===== src/rtl/exp_table_loader.sv =====
`default_nettype none
// ============================================================================
// exp_table_loader
// Streams a 2*NUM_IDX entry {base, offset} table into the exp MAC config port.
// Rev 1.0 - initial release
// ============================================================================
module exp_table_loader #(
    parameter int BASE_WIDTH   = 16,
    parameter int OFFSET_WIDTH = 16,
    parameter int NUM_IDX      = 13
) (
    input  logic                              clk,
    input  logic                              rst_n,
    input  logic                              start,
    input  logic                              in_valid,
    output logic                              in_ready,
    input  logic [BASE_WIDTH+OFFSET_WIDTH-1:0] in_data,
    input  logic                              in_last,
    output logic                              cfg_w_en,
    output logic                              cfg_sgn,
    output logic [3:0]                        cfg_idx,
    output logic [BASE_WIDTH-1:0]             cfg_base,
    output logic [OFFSET_WIDTH-1:0]           cfg_offset,
    output logic                              busy,
    output logic                              done,
    output logic                              err,
    output logic                              table_valid
);

    localparam logic [3:0] LAST_IDX = 4'(NUM_IDX - 1);

    typedef enum logic [0:0] {
        IDLE = 1'b0,
        LOAD = 1'b1
    } state_t;

    state_t     state;
    logic       cnt_sgn;
    logic [3:0] cnt_idx;
    logic       finish_pend;
    logic       finish_ok;
    logic       accept;
    logic       last_entry;

    assign accept     = in_valid && in_ready;
    assign last_entry = cnt_sgn && (cnt_idx == LAST_IDX);

    always_ff @(posedge clk or negedge rst_n) begin
        if (!rst_n) begin
            state       <= IDLE;
            cnt_sgn     <= 1'b0;
            cnt_idx     <= 4'd0;
            finish_pend <= 1'b0;
            finish_ok   <= 1'b0;
            in_ready    <= 1'b0;
            busy        <= 1'b0;
            cfg_w_en    <= 1'b0;
            cfg_sgn     <= 1'b0;
            cfg_idx     <= 4'd0;
            cfg_base    <= '0;
            cfg_offset  <= '0;
            done        <= 1'b0;
            err         <= 1'b0;
            table_valid <= 1'b0;
        end else begin
            cfg_w_en    <= 1'b0;
            done        <= 1'b0;
            finish_pend <= 1'b0;

            // Status lands one edge after the terminating word, once the MAC holds it.
            if (finish_pend) begin
                done        <= 1'b1;
                err         <= !finish_ok;
                table_valid <= finish_ok;
            end

            case (state)
                IDLE: begin
                    if (start) begin
                        state       <= LOAD;
                        in_ready    <= 1'b1;
                        busy        <= 1'b1;
                        err         <= 1'b0;
                        table_valid <= 1'b0;
                        cnt_sgn     <= 1'b0;
                        cnt_idx     <= 4'd0;
                    end
                end
                LOAD: begin
                    if (accept) begin
                        cfg_w_en   <= 1'b1;
                        cfg_sgn    <= cnt_sgn;
                        cfg_idx    <= cnt_idx;
                        cfg_base   <= in_data[BASE_WIDTH+OFFSET_WIDTH-1:OFFSET_WIDTH];
                        cfg_offset <= in_data[OFFSET_WIDTH-1:0];
                        if (in_last || last_entry) begin
                            state       <= IDLE;
                            in_ready    <= 1'b0;
                            busy        <= 1'b0;
                            finish_pend <= 1'b1;
                            finish_ok   <= in_last && last_entry;
                        end else if (cnt_idx == LAST_IDX) begin
                            cnt_idx <= 4'd0;
                            cnt_sgn <= 1'b1;
                        end else begin
                            cnt_idx <= cnt_idx + 4'd1;
                        end
                    end
                end
                default: state <= IDLE;
            endcase
        end
    end

endmodule
`default_nettype wire


===== config.mk =====
export PLATFORM = sky130hd
export DESIGN_NAME = exp_table_loader
export DESIGN_NICKNAME = d
export VERILOG_FILES = /design/src/rtl/exp_table_loader.sv
export SDC_FILE = /design/constraint.sdc
export NUM_CORES = 1
export LEC_CHECK = 0
export BUFFER_PORTS_ARGS = -buffer_cell sky130_fd_sc_hd__buf_2
export CAP_MARGIN = 20
export CORE_MARGIN = 1
export CORE_UTILIZATION = 43
export CTS_CLUSTER_DIAMETER = 80
export CTS_CLUSTER_SIZE = 25
export DETAILED_ROUTE_END_ITERATION = 6
export GPL_ROUTABILITY_DRIVEN = 0
export PLACE_DENSITY = 0.83
export REMOVE_ABC_BUFFERS = 1
export SLEW_MARGIN = 10
export SYNTH_ARGS = -nofsm -noshare
export SYNTH_HDL_FRONTEND = slang
export SYNTH_SLANG_ARGS = --single-unit

===== constraint.sdc =====
create_clock -name clk -period 1.3 [get_ports clk]
set_input_delay 0.39 -clock clk [delete_from_list [all_inputs] [get_ports clk]]
set_output_delay 0.39 -clock clk [all_outputs]
set_load 0.1 [all_outputs]

==> summary.txt, run 1 <==
Outcome
  – Status: finished, violations left
  – Violated checks: setup timing

Die
  – Initial Util: 45.3%
  – Core footprint: 4410 um^2
  – Die width: 70.2 um
  – # IOs: 80
  – Die Height: 70.2 um
  – Die ar.: 4930 um^2
  – FP Rows: 24

Worst setup path
  – Critical R2R Launch: cnt_idx[0]
  – Crit start category: register
  – Register-to-register setup slack: -0.03 ns
  – CP Data Arrival Time: 1.01 ns
  – Critical path type: reg -> out
  – Crit path capture type: primary output
  – Reg2reg end: cnt_idx[1]
  – Critical path origin: busy
  – Critical-path maximum fanout: 3
  – Worst EP required: 0.91 ns
  – Worst-case reg-to-reg path depth: 5
  – CP Capture Point: in_ready

Yosys
  – Register bit total from synthesis: 50
  – Area of the mapped netlist: 2000 um^2
  – Post-Synthesis Cells: 209
  – Mapped Avg Cell Area: 9.57 um^2
  – Netlist cell types: 27
  – Ys Warns: 0
  – Sequential area share after synthesis: 62.5%

Finish
  – Share of cells above drive strength 1: 38.7%
  – Leading cell type in the layout, fill and taps excluded: nand2_1
  – Syn-to-layout area delta: 68.7%
  – Diodes inserted: 0
  – Final #Nets: 340
  – Most frequent cells in the layout: nand2_1, dfrtp_1, buf_12, buf_2, buf_4

Global route
  – Grt total ovfl: 0
  – Largest net degree at the start of global routing: 32
  – First-pass GRT wire length: 7740 um
  – Vias in the first global route: 1681
  – GRT Util Overall: 19.8%
  – Initial antenna violation count: 0

Timing
  – Max Freq: 0.715 GHz
  – Clock Skews: 0.00657 ns
  – Slew Limit Fails: 0
  – Total negative slack: -0.260 ns
  – Final Hold Viols: 0
  – Fin crit period: 1.40 ns
  – Max_slew headroom: 73.4%
  – RSZ-0062 raised after global routing: true
  – Setup ws final: -0.0988 ns
  – Final Setup Violations: 5
  – Final period util: 108%
  – Worst-Margin Slew: 0.398 ns

Clocking
  – Maximum clock insertion buffer count: 2
  – H-tree depth: 2
  – Clock sinks: 50
  – CTS tree: done
  – Clock transition at path regs: 0.09 ns
  – CTS root buf: clkbuf_8
  – Clock buffer count from CTS: 5
  – Clock insertion delay at the later pin of the skew report: 0.30 ns

Drt
  – Vias per cell: 4.86
  – Vias: 1720
  – Iter 0 DRT Violations: 112
  – Antenna-violating nets left: 0
  – Routed len/inst: 13.2 um
  – First-pass DRT Iterations: 4
  – Residual DRC: 0
  – Routed wire length: 4680 um

Placement
  – I/O Buffers: 79
  – DP HPWL: 3530 um

Hold path
  – Worst hold path type: in -> async

Flow run
  – Max-cap violations: 0
## worst max-delay path, cell delays in order (launching register included)
cell and delay, ns:
dfrtp_1 0.41, buf_6 0.14, buf_12 0.16
## cells in the mapped netlist
master       n  area (um^2)
nand2_1    109          409
dfrtp_1     50         1250
nor2_1       7         26.3
inv_1        6         22.5
o21ai_0      4         20.0
buf_2        3         15.0
clkbuf_1     3         11.3
mux2i_1      3         30.0
a21oi_1      2         10.0
buf_6        2         22.5
ha_1         2         25.0
nor2b_1      2         12.5
o2bb2ai_1    2         17.5
a21o_1       1         7.51
a21oi_2      1         8.76
a311oi_1     1         8.76
a32o_2       1         11.3
a41oi_1      1         8.76
a41oi_4      1         27.5
and3_1       1         6.26
and4b_1      1         10.0
buf_4        1         7.51
inv_2        1         3.75
nand3_2      1         10.0
nand4_1      1         6.26
nor4_1       1         6.26
o21ai_1      1         5.00
## how the worst min path moves through the flow
stage | end | slack (ns)
floorplan | busy | 0.09
global placement | cfg_base[14] | 0.38
detailed placement | cfg_base[14] | 0.39
CTS | cfg_base[14] | 0.08
global route | cfg_base[9] | 0.08
finish | cfg_base[14] | 0.07
## registers in the layout (all words and copies together) (netlist names), 4 cells and up
name / count
cnt_idx: 4
cfg_idx: 4
cfg_offset: 16
cfg_base: 16
## cells by family after synthesis
group / after synthesis / synth area share (%)
adder cells (fa/ha/maj): 2 / 1.25
AND/OR/NAND/NOR: 123 / 24.3
buffers and inverters: 16 / 4.13
multiplexers: 3 / 1.50
flip-flops: 50 / 62.5
AO/OA/AOI/OAI: 15 / 6.25
## what timing repair did
item / CTS / global route
hold buffers: 0 / 0
cloned: 0 / 0
buffers inserted: 2 / 2
gates resized for setup: 9 / 10
pin swaps: 4 / 3
setup endpoints to repair: 14 / 75
## metrics by stage
step           hold slack (ns)  utilization (%)  instances  area [um^2]  setup slack [ns]
2_1_floorplan           0.0944                -        200         1940             -2.29
3_3_place_gp             0.383             71.5        342         3160           -0.0220
3_5_place_dp             0.393             71.5        342         3160            -0.101
4_1_cts                 0.0760             75.1        352         3320           -0.0887
5_1_grt                 0.0840             76.5        354         3380            -0.120
6_report                0.0697             76.5        354         3380           -0.0988
## cell type report
| type | count | area, um^2 |
|---|---|---|
| Timing Repair Buffer | 94 | 1190 |
| Multi-Input combinational cell | 143 | 734 |
| Inverter | 7 | 28.8 |
| Clock buffer | 8 | 110 |
| Tap cell | 52 | 65.1 |
| Fill cell | 263 | 1040 |
| Sequential cell | 50 | 1250 |
## layer usage
layer	wire length, um	track usage, %
met1	1940	24.2
met2	2430	34.7
met3	265	5.05
met4	36	5.33
met5	0	0
Power of run 1 is left out: the tool's default activity adds up to more than one toggle a clock period on the data nets, which glitch-free logic cannot reach.
==> inputs of run 2 (changes only) <==
--- a/config.mk
+++ b/config.mk
@@ -14,7 +14,6 @@
 export DETAILED_ROUTE_END_ITERATION = 6
 export GPL_ROUTABILITY_DRIVEN = 0
 export PLACE_DENSITY = 0.83
-export REMOVE_ABC_BUFFERS = 1
 export SLEW_MARGIN = 10
 export SYNTH_ARGS = -nofsm -noshare
 export SYNTH_HDL_FRONTEND = slang
==> run 2 against run 1 <==
Compared with the run above:
- the flow still finishes with violations (setup timing)
- setup slack lost 0.012 ns
- design area grew 0.48%
- cell count grew 0.85%
- critical path type unchanged
- critical endpoint unchanged
==> summary.txt, run 2 (synthesis gave the netlist of run 1 again) <==
Outcome
  – Status: finished, violations left (unchanged)
  – Violated checks: setup timing (unchanged)

Timing
  – RSZ-0062 raised after global routing: true (unchanged)
  – Final Setup Violations: 5 (unchanged)
  – Slew Limit Fails: 0 (unchanged)
  – Fin crit period: 1.41 ns (was 1.40 ns)
  – Setup ws final: -0.111 ns (was -0.0988 ns)
  – Worst-Margin Slew: 0.403 ns (was 0.398 ns)
  – Final period util: 109% (was 108%)
  – Max_slew headroom: 73.2% (was 73.4%)
  – Max Freq: 0.709 GHz (was 0.715 GHz)
  – Clock Skews: 0.0102 ns (was 0.00657 ns)
  – Final Hold Viols: 0 (unchanged)
  – Worst hold slack: 0.274 ns (was 0.0697 ns)

Finish
  – Top Registers: cfg_base: 16 flops, cfg_offset: 16 flops (unchanged)
  – Share of cells above drive strength 1: 38.4% (was 38.7%)
  – Most frequent cells in the layout: nand2_1, dfrtp_1, buf_12, buf_2, buf_4 (unchanged)
  – Post-route insts no fill: 357 (was 354)
  – FF+latch area: 1260 um^2 (was 1250 um^2)
  – Post-layout instance area: 3390 um^2 (was 3380 um^2)
  – Final #Nets: 343 (was 340)
  – Area of the multi-input gates: 723 um^2 (was 734 um^2)
  – Leading cell type in the layout, fill and taps excluded: nand2_1 (unchanged)
  – # fillers: 268 (was 263)
  – Syn-to-layout area delta: 69.5% (was 68.7%)
  – Diodes inserted: 0 (unchanged)

Clocking
  – H-tree depth: 2 (unchanged)
  – Clock insertion delay at the later pin of the skew report: 0.30 ns (about the same)
  – Clock buffer count from CTS: 5 (unchanged)
  – CTS root buf: clkbuf_8 (unchanged)
  – Clock sinks: 50 (unchanged)
  – Maximum clock insertion buffer count: 2 (unchanged)
  – CTS tree: done (unchanged)
  – Clock transition at path regs: 0.09 ns (about the same)

Worst setup path
  – Worst EP required: 0.91 ns (about the same)
  – Register-to-register setup slack: -0.04 ns (was -0.03 ns)
  – Reg2reg end: cnt_idx[1] (unchanged)
  – Critical R2R Launch: cnt_idx[0] (unchanged)
  – Crit start category: register (unchanged)
  – Max incr delay on CP: 0.53 ns (was 0.41 ns)
  – Crit path capture type: primary output (unchanged)
  – Worst-case reg-to-reg path depth: 5 (unchanged)
  – CP Data Arrival Time: 1.02 ns (was 1.01 ns)
  – Critical path type: reg -> out (unchanged)
  – Crit path max-delay cell type: dfrtp_4 (was dfrtp_1)
  – Buffers & Inverters on Critical Path: 1 (was 2)
  – Critical Path, Cell by Cell: buf_12 (was buf_6 -> buf_12)
  – Critical-path maximum fanout: 5 (was 3)
  – CP top delay family: flip-flops (unchanged)

Die
  – Core footprint: 4410 um^2 (unchanged)
  – Initial Util: 45.3% (unchanged)
  – Die ar.: 4930 um^2 (unchanged)
  – FP Rows: 24 (unchanged)
  – Die Height: 70.2 um (unchanged)
  – # IOs: 80 (unchanged)
  – Die width: 70.2 um (unchanged)

Global route
  – GRT Util Overall: 19.6% (was 19.8%)
  – Vias in the first global route: 1658 (was 1681)
  – First-pass GRT wire length: 7410 um (was 7740 um)
  – Largest net degree at the start of global routing: 22 (was 32)
  – Initial antenna violation count: 0 (unchanged)
  – Grt total ovfl: 0 (unchanged)

Hold path
  – WHS Path Cells: 3
  – Worst hold path type: in -> reg (was in -> async)
  – Hold endpoint: cfg_offset[1]
  – Min-delay src: in_data[1]

Yosys
  – Mapped Nets: 248

Drt
  – Vias per cell: 4.87 (was 4.86)
  – Routed wire length: 4640 um (was 4680 um)
  – First-pass DRT Iterations: 4 (unchanged)
  – Residual DRC: 0 (unchanged)
  – Iter 0 DRT Violations: 102 (was 112)
  – Vias: 1739 (was 1720)
  – Routed len/inst: 13.0 um (was 13.2 um)
  – Antenna-violating nets left: 0 (unchanged)

Flow run
  – Max-cap violations: 0 (unchanged)

Placement
  – I/O Buffers: 79 (unchanged)
  – Dpl cell area: 3170 um^2 (was 3160 um^2)
  – Dpl ws: -0.0497 ns (was -0.101 ns)
  – Cells after DPL: 341 (was 342)
  – DP HPWL: 3330 um (was 3530 um)
==> run 2: cell count changes in the layout (fill, tap and decap cells not counted), moves of 2 or more <==
cell	before	now
dfrtp_1	50	48
o21ai_0	2	4
o21ai_2	2	0
clkbuf_8	8	6
==> run 2: layout make-up <==
class	instances	area share [%]
clock buffer	7	2.55
clock inverter	1	0.148
inverter	7	0.848
multi-input combinational	143	21.3
sequential	50	37.0
tap	52	1.92
timing repair buffer	97	36.2
==> run 2: how the worst max path moves through the flow <==
stage          startpoint          to  cells past startpoint  slack (ns)
6_report             busy    in_ready                      1       -0.11
2_1_floorplan        busy  cnt_idx[1]                      4      -0.006
3_5_place_dp   cnt_idx[0]  cnt_idx[1]                      5       -0.05
5_1_grt              busy        busy                      1       -0.14
3_3_place_gp   cnt_idx[0]  cnt_idx[1]                      5        0.05
4_1_cts              busy        busy                      1       -0.13
==> run 2: repair_timing <==
| action | in CTS | in global routing |
|---|---|---|
| setup buffers | 5 | 3 |
| pin swaps | 5 | 5 |
| hold endpoints to repair | 0 | 3 |
| gates resized for setup | 4 | 12 |
| setup endpoints to repair | 16 | 49 |
| hold buffers | 0 | 1 |
==> run 2: metal layers <==
layer	up-vias	share of wire (%)	track usage, %
li1	845	-	-
met1	821	41	23.3
met2	65	52	33.1
met3	8	5.4	7.65
met4	0	1.5	5.56
met5	-	0	0
==> run 2: per-stage QoR <==
step           utilization (%)  setup TNS, ns
6_report                  76.8         -0.287
5_1_grt                   76.8          -2.13
4_1_cts                   75.1         -0.423
3_5_place_dp              71.7         -0.178
3_3_place_gp              71.7              0
2_1_floorplan                -        -0.0745
Power of run 2 is left out for the same reason.
